<file path="src/rtl/seg_scan_ctrl.sv">
// Purpose : four-digit multiplexed seven-segment scanner with frame-synchronous data load.
// Latency : new data shows in the first digit-0 DRIVE after the next frame boundary.
// Backpressure: ready drops after a load is taken and rises after the frame boundary applies it.
//
// Ports:
//   clk         single clock, rising edge
//   rst         synchronous active-high reset
//   load        request to display data_in (taken only while ready=1)
//   data_in     four hex nibbles, [3:0] is the rightmost digit
//   ready       high while no load is pending
//   seg         segments a..g on [0]..[6], active-low
//   ga          digit anodes, active-low, [0] is the rightmost digit
//   frame_tick  one-cycle pulse in the cycle after each frame boundary
//
// Optional feature: define SEG_LEADING_ZERO_BLANK_EN to blank leading zero digits
// (digit 0 is never blanked; anode timing is unchanged).

module seg_scan_ctrl #(
   parameter int DIGIT_CYCLES = 50000,
   parameter int GAP_CYCLES   = 16
) (
   input  logic        clk,
   input  logic        rst,
   input  logic        load,
   input  logic [15:0] data_in,
   output logic        ready,
   output logic [6:0]  seg,
   output logic [3:0]  ga,
   output logic        frame_tick
);

   // One counter serves both phases, so it must hold the larger terminal count.
   localparam int MAXC = (DIGIT_CYCLES > GAP_CYCLES) ? DIGIT_CYCLES : GAP_CYCLES;
   localparam int CW   = (MAXC > 1) ? $clog2(MAXC) : 1;

   localparam logic [CW-1:0] DIGIT_LAST = CW'(DIGIT_CYCLES - 1);
   localparam logic [CW-1:0] GAP_LAST   = (GAP_CYCLES > 0) ? CW'(GAP_CYCLES - 1) : '0;
   localparam logic [CW-1:0] CNT_ONE    = CW'(1);

   typedef enum logic {
      ST_GAP   = 1'b0,
      ST_DRIVE = 1'b1
   } state_t;

   state_t        state_q, state_d;
   logic [1:0]    idx_q, idx_d;
   logic [CW-1:0] cnt_q, cnt_d;
   logic [15:0]   display_q, display_d;
   logic [15:0]   pend_q, pend_d;
   logic          pend_vld_q, pend_vld_d;
   logic          frame_tick_q, frame_tick_d;
   logic          frame_end;

   // Scan sequencing.
   always_comb begin
      state_d   = state_q;
      idx_d     = idx_q;
      cnt_d     = cnt_q;
      frame_end = 1'b0;
      case (state_q)
         ST_GAP: begin
            // With no blanking configured the gap state only lasts the single
            // cycle that follows reset.
            if (GAP_CYCLES == 0 || cnt_q == GAP_LAST) begin
               state_d = ST_DRIVE;
               cnt_d   = '0;
            end else begin
               cnt_d = cnt_q + CNT_ONE;
            end
         end
         ST_DRIVE: begin
            if (cnt_q == DIGIT_LAST) begin
               cnt_d     = '0;
               idx_d     = idx_q + 2'd1;
               frame_end = (idx_q == 2'd3);
               state_d   = (GAP_CYCLES == 0) ? ST_DRIVE : ST_GAP;
            end else begin
               cnt_d = cnt_q + CNT_ONE;
            end
         end
         default: begin
            state_d = ST_GAP;
            cnt_d   = '0;
         end
      endcase
   end

   // Load handshake. A load can only be taken while nothing is pending, so a
   // load seen on a boundary cycle never collides with the copy: it is held
   // until the following boundary.
   always_comb begin
      display_d    = display_q;
      pend_d       = pend_q;
      pend_vld_d   = pend_vld_q;
      frame_tick_d = frame_end;
      if (frame_end && pend_vld_q) begin
         display_d  = pend_q;
         pend_vld_d = 1'b0;
      end
      if (load && !pend_vld_q) begin
         pend_d     = data_in;
         pend_vld_d = 1'b1;
      end
   end

   always_ff @(posedge clk) begin
      if (rst) begin
         state_q      <= ST_GAP;
         idx_q        <= 2'd0;
         cnt_q        <= '0;
         display_q    <= 16'h0000;
         pend_q       <= 16'h0000;
         pend_vld_q   <= 1'b0;
         frame_tick_q <= 1'b0;
      end else begin
         state_q      <= state_d;
         idx_q        <= idx_d;
         cnt_q        <= cnt_d;
         display_q    <= display_d;
         pend_q       <= pend_d;
         pend_vld_q   <= pend_vld_d;
         frame_tick_q <= frame_tick_d;
      end
   end

   assign ready      = ~pend_vld_q;
   assign frame_tick = frame_tick_q;

   // Segment decode, active-low, bit order g..a.
   logic [3:0] nib;
   logic [6:0] dec;

   always_comb begin
      nib = display_q[{idx_q, 2'b00} +: 4];
      case (nib)
         4'h0:    dec = 7'b1000000;
         4'h1:    dec = 7'b1111001;
         4'h2:    dec = 7'b0100100;
         4'h3:    dec = 7'b0110000;
         4'h4:    dec = 7'b0011001;
         4'h5:    dec = 7'b0010010;
         4'h6:    dec = 7'b0000010;
         4'h7:    dec = 7'b1111000;
         4'h8:    dec = 7'b0000000;
         4'h9:    dec = 7'b0010000;
         4'hA:    dec = 7'b0001000;
         4'hB:    dec = 7'b0000011;
         4'hC:    dec = 7'b1000110;
         4'hD:    dec = 7'b0100001;
         4'hE:    dec = 7'b0000110;
         default: dec = 7'b0001110;
      endcase
   end

`ifdef SEG_LEADING_ZERO_BLANK_EN
   // A digit is a leading zero when it and every digit to its left are zero.
   logic lead_blank;

   always_comb begin
      case (idx_q)
         2'd1:    lead_blank = (display_q[15:4]  == 12'h000);
         2'd2:    lead_blank = (display_q[15:8]  == 8'h00);
         2'd3:    lead_blank = (display_q[15:12] == 4'h0);
         default: lead_blank = 1'b0;
      endcase
   end
`endif

   always_comb begin
      ga  = 4'b1111;
      seg = 7'b1111111;
      if (state_q == ST_DRIVE) begin
         ga = ~(4'b0001 << idx_q);
`ifdef SEG_LEADING_ZERO_BLANK_EN
         seg = lead_blank ? 7'b1111111 : dec;
`else
         seg = dec;
`endif
      end
   end

endmodule

</file>
<file path="config.mk">
export PLATFORM = sky130hd
export DESIGN_NAME = seg_scan_ctrl
export DESIGN_NICKNAME = d
export VERILOG_FILES = /design/src/rtl/seg_scan_ctrl.sv
export SDC_FILE = /design/constraint.sdc
export NUM_CORES = 1
export LEC_CHECK = 0
export ABC_AREA = 1
export BUFFER_PORTS_ARGS = -buffer_cell sky130_fd_sc_hd__buf_2
export CAP_MARGIN = 20
export CELL_PAD_IN_SITES_DETAIL_PLACEMENT = 0
export CELL_PAD_IN_SITES_GLOBAL_PLACEMENT = 2
export CORE_UTILIZATION = 35
export CTS_CLUSTER_DIAMETER = 150
export DETAILED_ROUTE_END_ITERATION = 10
export PLACE_DENSITY = 0.89
export SETUP_SLACK_MARGIN = 0.1
export SYNTH_ARGS = -nofsm -noshare
export SYNTH_HDL_FRONTEND = slang
export SYNTH_SLANG_ARGS = --single-unit
</file>
<file path="constraint.sdc">
create_clock -name clk -period 3.8 [get_ports clk]
set_input_delay 0.57 -clock clk [delete_from_list [all_inputs] [get_ports clk]]
set_output_delay 0.57 -clock clk [all_outputs]
set_load 0.05 [all_outputs]
</file>
# --- After elaboration in Yosys (flattened, before gate mapping) ---
# Memories as Yosys holds them, arrays and structs flattened.
# Cells that the tools add are included.
word_totals:
  reg_bits: 53
  rom_bits: 112
  out_inout_bits: 13
  memories: 1
mem_list:
  columns: ["name", "words", "width", "read_ports", "rd_clocked_by_memory_dff", "write_ports", "line", "text"]
  rows:
  - ["(name not given)", 16, 7, 1, 0, 0, "135", "case (nib)"]
op_classes:
  n_addsub: 2
  n_eq_ne: 3
  shifts: 2
  n_mux: 12
  bitwise_logic: 3
  n_reduce_logical: 5
ops:
  columns: ["op", "count"]
  rows:
  - ["$mux W16", 2]
  - ["$pmux W16 S2", 1]
  - ["$add A16 B1 Y16 const B", 1]
  - ["$eq A16 B16 Y1 const B", 1]
  - ["$eq A16 B4 Y1 const B", 1]
  - ["$shiftx A16 B5 Y4", 1]
  - ["$mux W7", 1]
  - ["$mux W1", 6]
  - ["$mux W4", 1]
  - ["$not A4 Y4", 1]
  - ["$shl A1 B2 Y4 const A", 1]
  - ["$add A2 B1 Y2 const B", 1]
  - ["$eq A2 B2 Y1 const B", 1]
  - ["$logic_and A1 B1 Y1", 2]
  - ["$not A1 Y1", 2]
  - ["$pmux W1 S2", 1]
  - ["$reduce_and A2 Y1", 1]
  - ["$reduce_bool A2 Y1", 1]
  - ["$logic_not A1 Y1", 1]

# --- Longest topological paths before layout ---
# Gate-level depths: netlist of the first run.
logic_depth:
  ltp_word: 6
  ltp_mapped: 12

# --- Worst setup path before layout of the first run ---
# Ideal clock, no wire load.
synth_timing:
  path_kind: "register to output"
  startpoint: "register idx_q[0]"
  endpoint: "output seg[2]"
  arrival_time_ps: 1983
  required_time_ps: 3230
  slack_ps: 1247
  path_stages_with_launch: 10
  cell_sequence: "dfxtp_1 > buf_4 > inv_2 > nand2_1 > nand3_1 > nand2_1 > ha_1 > inv_1 > nand2_1 > o211ai_1"
synth_via:
  elab_chain_len: 3
synth_rtl:
  columns: ["item", "line", "text"]
  rows:
  - ["start: declaration", "46", "logic [1:0] idx_q, idx_d;"]
  - ["start signal: assignment", "117", "idx_q <= idx_d;"]
  - ["$shiftx A16 B5 Y4", "134", "nib = display_q[{idx_q, 2'b00} +: 4];"]
  - ["$mem_v2 Z16 W7", null, null]
  - ["$mux W7", "172", "if (state_q == ST_DRIVE) begin"]
  - ["end: declaration", "27", "output logic [6:0] seg,"]
# No other way between the ends.

# --- Worst setup path after layout of the first run ---
layout_timing:
  startpoint: "register idx_q[0]"
  endpoint: "output seg[5]"
# Same word-level chain as after synthesis.

==> impl_results.md, run 1 <==
* Vias in the first global route at 2195
* FF-to-FF Start: idx_q[0]
* Hpwl dp at a little under 4 mm
* CTS tree: done
* Post-Place Cells at 510
* Critical R2R Capture: display_q[0]
* Tot Pwr at 1.02 mW
* CP Buf/Inv Count at 3
* CTS Hold Bufs at 0
* Combinational power share at 5.0%
* Max Fanout on Critical Path at 12
* Simple-gate portion of the synthesized area at 36.5%
* Nets@finish at 448
* RSZ-0062 raised after global routing: false
* # clock sinks at 53
* Psw at roughly 0.24 mW
* Period minus WS final at 2.83 ns
* Hold Path Cell Cnt at 1
* Setup TNS Final at 0 ns
* Syn nets at between 400 and 500
* Clock slew at reported path FFs at around 0.1 ns
* Initial Utilization at 36.7%
* MaxCap Viol Count at 0
* GR Overflow Total at 0
* Pre-CTS WS at 1.31 ns
* Largest cells by area after synthesis: dfxtp_1 (39%), nor2_1 (13%), nand2_1 (13%)
* IO Pins at 32
* Fin area at around 0.0030 mm²
* Die area at 0.00807 mm²
* Xor/xnor cell area share of the yosys netlist at 3.57%
* Hold_sp: cnt_q[0]
* Top Family by Delay on Critical Path: simple AND/OR/NAND/NOR gates
* Register area at 0.00106 mm²
* DR vias at 2304
* Global-route wire length before repair at between 9 and 10 mm
* TritonRoute pass-1 iters at 4
* Core outline area at 0.00737 mm²
* Area of the multi-input gates at 0.00138 mm²
* P_int at 0.787 mW
* H-tree depth at 2
* R2R setup slack at roughly 1.9 ns
* Routed Antenna Nets at 0
* Clock Latency Late Sink at around 0.31 ns
* DRT met1 WL at 3.01 mm
* GRT Total Usage at 14.9%
* Yosys warns at 0
* Resized cells post-CTS at 0
* Largest net degree at the start of global routing at 34
* Largest family of logic cells by synthesized area: simple AND/OR/NAND/NOR gates
* Period utilization at 74.4%
* Critical Path Start Type: flop
* Final count of pins violating max slew at 0
* WHS Endpoint: cnt_q[0]
* Crit-path cells: inv_2, nand2_1, nand3_1, nand2_1, inv_1, ha_1, nand2_1, o21ai_0, nand2_1, nand2_1, buf_2
* Worst Max-Slew Pin Slew at about 0.57 ns
* WL/cell at 10.7 µm
* Row count at 31
* Largest stage delay, worst path at 0.56 ns
* Num CTS Buffers at 5
* Pwr dens at around 340 mW/mm²
* Worst Clk Skew at 0.0102 ns
* WP data arrival at 2.26 ns
* GPL Wtd Cong at 0.800
* Via density at 4.46
* Metal2 WL at 2.33 mm
* Met3 WL at between 100 and 150 µm
* Cell area after placement at 0.00288 mm²
* Initial antenna violation count at 0
* Sequential Power Share at 56.9%
* Share of the synthesized area in the top cell type at 39.3%
* Post-synthesis compound-gate area fraction at 5.74%
* Cell mode on critical path: nand2_1
* Die height at 89.9 µm
* Drt total wl at 5.55 mm
* Setup violators final at 0
* Most common cell in the netlist: nor2_1
* Synth area leader: dfxtp_1
* Clock share of power at approximately two fifths
* Fmax at about 0.35 GHz
* ANT cells at 0
* Uppermost layer routed: met4
* Kind of critical path: reg -> out
* Synthesized flop and latch total at 53
* Mapped Area at approximately 0.0027 mm²
* Synthesized area per cell at 6.91 µm²
* Layout cells sized above 1 at about an eighth
* Post-synth top cells: nor2_1 (97), nand2_1 (94), dfxtp_1 (53)
* Hold WC Path Type: reg -> reg
* Layout filler cell count at between 800 and 900
* Port Buf Inserts at 31
* CP required at roughly 3.2 ns
* Die width at around 90 µm
* Final Worst Setup Slack at just under 1 ns
* Leakage power total at 1.39 nW
* Final Instance Count excl. Fillers at 517
* Reg2reg path depth at 6
* Number of flops mapped to enable cells by yosys at 0
* Main synth FF type: dfxtp_1
* Max Root-Sink Buffers at 2
* Mux share of post-synthesis cell area at 0%
* Area Growth Syn to Fin at 10.7%
* Rel. slew slack at between 60 and 70%
* Synth Area in Adders at 5.09%
* Syn Inst Count at 391
* Sw frac at 23.0%
* DRC Markers at 0
* # Post-CTS Setup Buffers at 0
* Synth cell types at 28
* Fin util at between 40% and 50%
* Initial drt markers at 102
* CP max stage cell: dfxtp_1
* Sequential area share after synthesis at 39.3%
* Final hold vios at 0
* Clk root buf: clkbuf_8
* Ys async rst share at 0%
* Status: complete, no violations
* Max IR drop VDD at around 0.00014 V
* Worst setup EP type: output pin
* Hold Slack at ~0.46 ns
## layout by cell type, fill, tap and decap left out, types with 3 or more instances in the layout
| master | n |
|---|---|
| nand2_1 | 94 |
| xor2_1 | 10 |
| nand2_2 | 3 |
| clkbuf_8 | 5 |
| nor3_1 | 3 |
| ha_1 | 11 |
| nor2_1 | 97 |
| dfxtp_1 | 53 |
| buf_2 | 31 |
| o211ai_1 | 3 |
| nand4_1 | 3 |
| inv_1 | 37 |
| o21ai_0 | 20 |
| nand3_1 | 26 |
| a21oi_1 | 5 |
## registers in the layout, indices dropped and copies added (netlist names)
name / cells
cnt_q: 16
display_q: 16
pend_q: 16
idx_q: 2
frame_tick: 1
pend_vld_q: 1
state_q: 1
## metal layers
metal	GRT usage [%]	up-vias
met5	0	-
met4	5.24	0
met3	2.54	6
met2	23.3	31
met1	20.8	1011
li1	-	1256
## kinds of logic (layout without fill, tap and decap cells)
logic type      Yosys count  count (layout)
fa+ha+maj                11              11
simple gates            234             234
xor+xnor                 11              11
flops                    53              53
compound gates           29              29
buf+inv                  53              80
## worst reg2reg max path, stage by stage, from the launching register on
cell and delay (ns):
dfxtp_1 0.56, ha_1 0.21, nand2_1 0.11, inv_1 0.14, nand4_4 0.40, nor2_1 0.29, nor2_1 0.07
## worst max path at each step
stage | cells after the start | slack [ns] | start | endpoint
after floorplan | 9 | 1.25 | idx_q[0] | seg[2]
final | 11 | 0.97 | idx_q[0] | seg[5]
after detailed placement | 11 | 1.31 | idx_q[0] | seg[5]
after global routing | 11 | 0.73 | idx_q[0] | seg[3]
after global placement | 11 | 1.39 | idx_q[0] | seg[3]
after CTS | 11 | 0.96 | idx_q[0] | seg[5]
## power groups by stage
stage               Combinational (mW)  Sequential, mW  Clock, mW
global route                    0.0609           0.584      0.422
finish                          0.0510           0.581      0.390
floorplan                       0.0370           0.592          0
CTS                             0.0524           0.582      0.399
global placement                0.0517           0.594          0
detailed placement              0.0518           0.594          0
## cell type report
type	count	share of cell area (%)
inverters	40	5.02
well taps	99	4.14
clock buffers	5	2.30
multi-input cells	285	46.0
repair buffers	33	5.69
flip-flops and latches	53	35.5
clock inverters	2	1.30
Power figures use the tool's default switching activity.
==> run 2, diff against run 1 <==
- CORE_UTILIZATION: 35 -> 29
- PLACE_DENSITY: 0.89 -> 0.79
- clock period: 3.8 -> 2.3 ns (I/O delays scaled with it)
==> run 2 against run 1 <==
Net effect:
- non-clock buffer count grew 12
- wire length is 16% higher
- utilization down 3.5 points
- highest routed layer unchanged
- largest power group unchanged
- power up 54%
==> impl_results.md, run 2 (same netlist as run 1, synthesis figures left out) <==
* Leakage power total at 1.49 nW
* Die width at 98.5 µm
* Largest net degree at the start of global routing at 36
* Drt total wl at about 6.4 mm
* Num CTS Buffers at 5
* Rel. slew slack at between 60% and 70%
* TritonRoute pass-1 iters at 6
* Pre-CTS WS at 0.159 ns
* # clock sinks at 53
* Global-route wire length before repair at 11.0 mm
* Worst Max-Slew Pin Slew at roughly 0.53 ns
* MaxCap Viol Count at 0
* Layout cells sized above 1 at between 20% and 30%
* GRT Total Usage at 13.8%
* Clock slew at reported path FFs at 0.10 ns
* Clk root buf: clkbuf_8
* Port Buf Inserts at 31
* Initial antenna violation count at 0
* Hold Slack at 0.260 ns
* Cell mode on critical path: nand2_1
* Core outline area at 0.00885 mm²
* Kind of critical path: reg -> out
* Initial drt markers at 88
* Crit-path cells: nand2_1, nand3_2, nand2_4, buf_6, ha_4, o21ai_0, nand2_1, nand2_1, buf_6
* RSZ-0062 raised after global routing: true
* Clock Latency Late Sink at 0.30 ns
* Vias in the first global route at 2313
* WL/cell at 11.9 µm
* Final hold vios at 0
* Most frequent cells in the layout: nor2_1 (96), nand2_1 (83), dfxtp_1 (51)
* IO Pins at 32
* ANT cells at 0
* Status: complete, no violations
* Worst Clk Skew at 0.00934 ns
* Fin util at ~37%
* Most common cell after layout, fill and taps aside: nor2_1
* CTS tree: done
* GPL Wtd Cong at 0.769
* Max Root-Sink Buffers at 2
* Final Instance Count excl. Fillers at 540
* Period minus WS final at approximately 2.2 ns
* Hold WC Path Type: in -> reg
* Area Growth Syn to Fin at 21.5%
* Setup TNS Final at 0 ns
* Initial Utilization at 30.5%
* DR vias at 2420
* Hpwl dp at 4.36 mm
* Cell area after placement at 0.00292 mm²
* Nets@finish at 461
* DRC Markers at 0
* Die height at 98.5 µm
* Layout filler cell count at 1011
* Setup violators final at 0
* Largest stage delay, worst path at 0.44 ns
* WP data arrival at ~1.8 ns
* Final count of pins violating max slew at 0
* Fmax at 0.463 GHz
* Fin area at 0.00328 mm²
* Post-Place Cells at 521
* CP max stage cell: dfxtp_4
* H-tree depth at 2
* Max IR drop VDD at 0.000235 V
* Max Fanout on Critical Path at 8
* Die area at 0.00971 mm²
* CP required at 1.96 ns
* Final Worst Setup Slack at 0.140 ns
* Tot Pwr at 1.58 mW
* Period utilization at a little over nine tenths
* Row count at 34
* Via density at 4.48
* Critical Path Start Type: flop
* GR Overflow Total at 0
* CTS Hold Bufs at 0
* Routed Antenna Nets at 0
* Worst setup EP type: output pin
* Pwr dens at 481 mW/mm²
* Biggest regs: cnt_q (16), display_q (16), pend_q (16)
[run 2: worst paths after layout]
kind / start / end / slack (ns) / cells past startpoint
setup reg to reg: idx_q[0] / display_q[10] / 0.38 / 8
hold reg to reg: cnt_q[0] / cnt_q[0] / 0.48 / 1
setup / recovery: idx_q[0] / seg[5] / 0.14 / 9
hold / removal: data_in[11] / pend_q[11] / 0.26 / 3
[run 2: critical path: cells and delay by family (launching register included)]
family	cells	cell delay, ns
buffers and inverters	2	0.30
AND/OR/NAND/NOR	5	0.45
AO/OA/AOI/OAI	1	0.18
flip-flops	1	0.44
adder cells (fa/ha/maj)	1	0.15
[run 2: per-layer routing]
layer	track usage (%)	wire length, µm	vias up
li1	-	-	1290
met1	18.9	3210	1090
met2	22.8	2940	34
met3	2.55	210	6
met4	3.10	65	0
met5	0	0	-
[run 2: what timing repair did]
item / in CTS / in global routing
setup buffers: 2 / 8
gates resized for setup: 20 / 44
pin swaps: 3 / 9
setup endpoints to repair: 7 / 9
gates cloned: 0 / 1
[run 2: layout make-up]
cell class | count | area [µm²] | share of cell area (%)
timing repair inverter | 1 | 6.26 | 0.191
multi-input combinational | 285 | 1500 | 45.6
tap | 108 | 135 | 4.12
clock inverter | 2 | 13.8 | 0.419
inverter | 40 | 173 | 5.26
sequential | 53 | 1070 | 32.6
clock buffer | 6 | 72.6 | 2.21
timing repair buffer | 45 | 315 | 9.61
[run 2: where the power goes]
part,internal (mW),leakage [nW],switching (mW)
clock,0.218,0.0456,0.311
sequential,0.943,0.433,0.0158
combinational,0.0325,1.01,0.0567
total,1.19,1.49,0.384
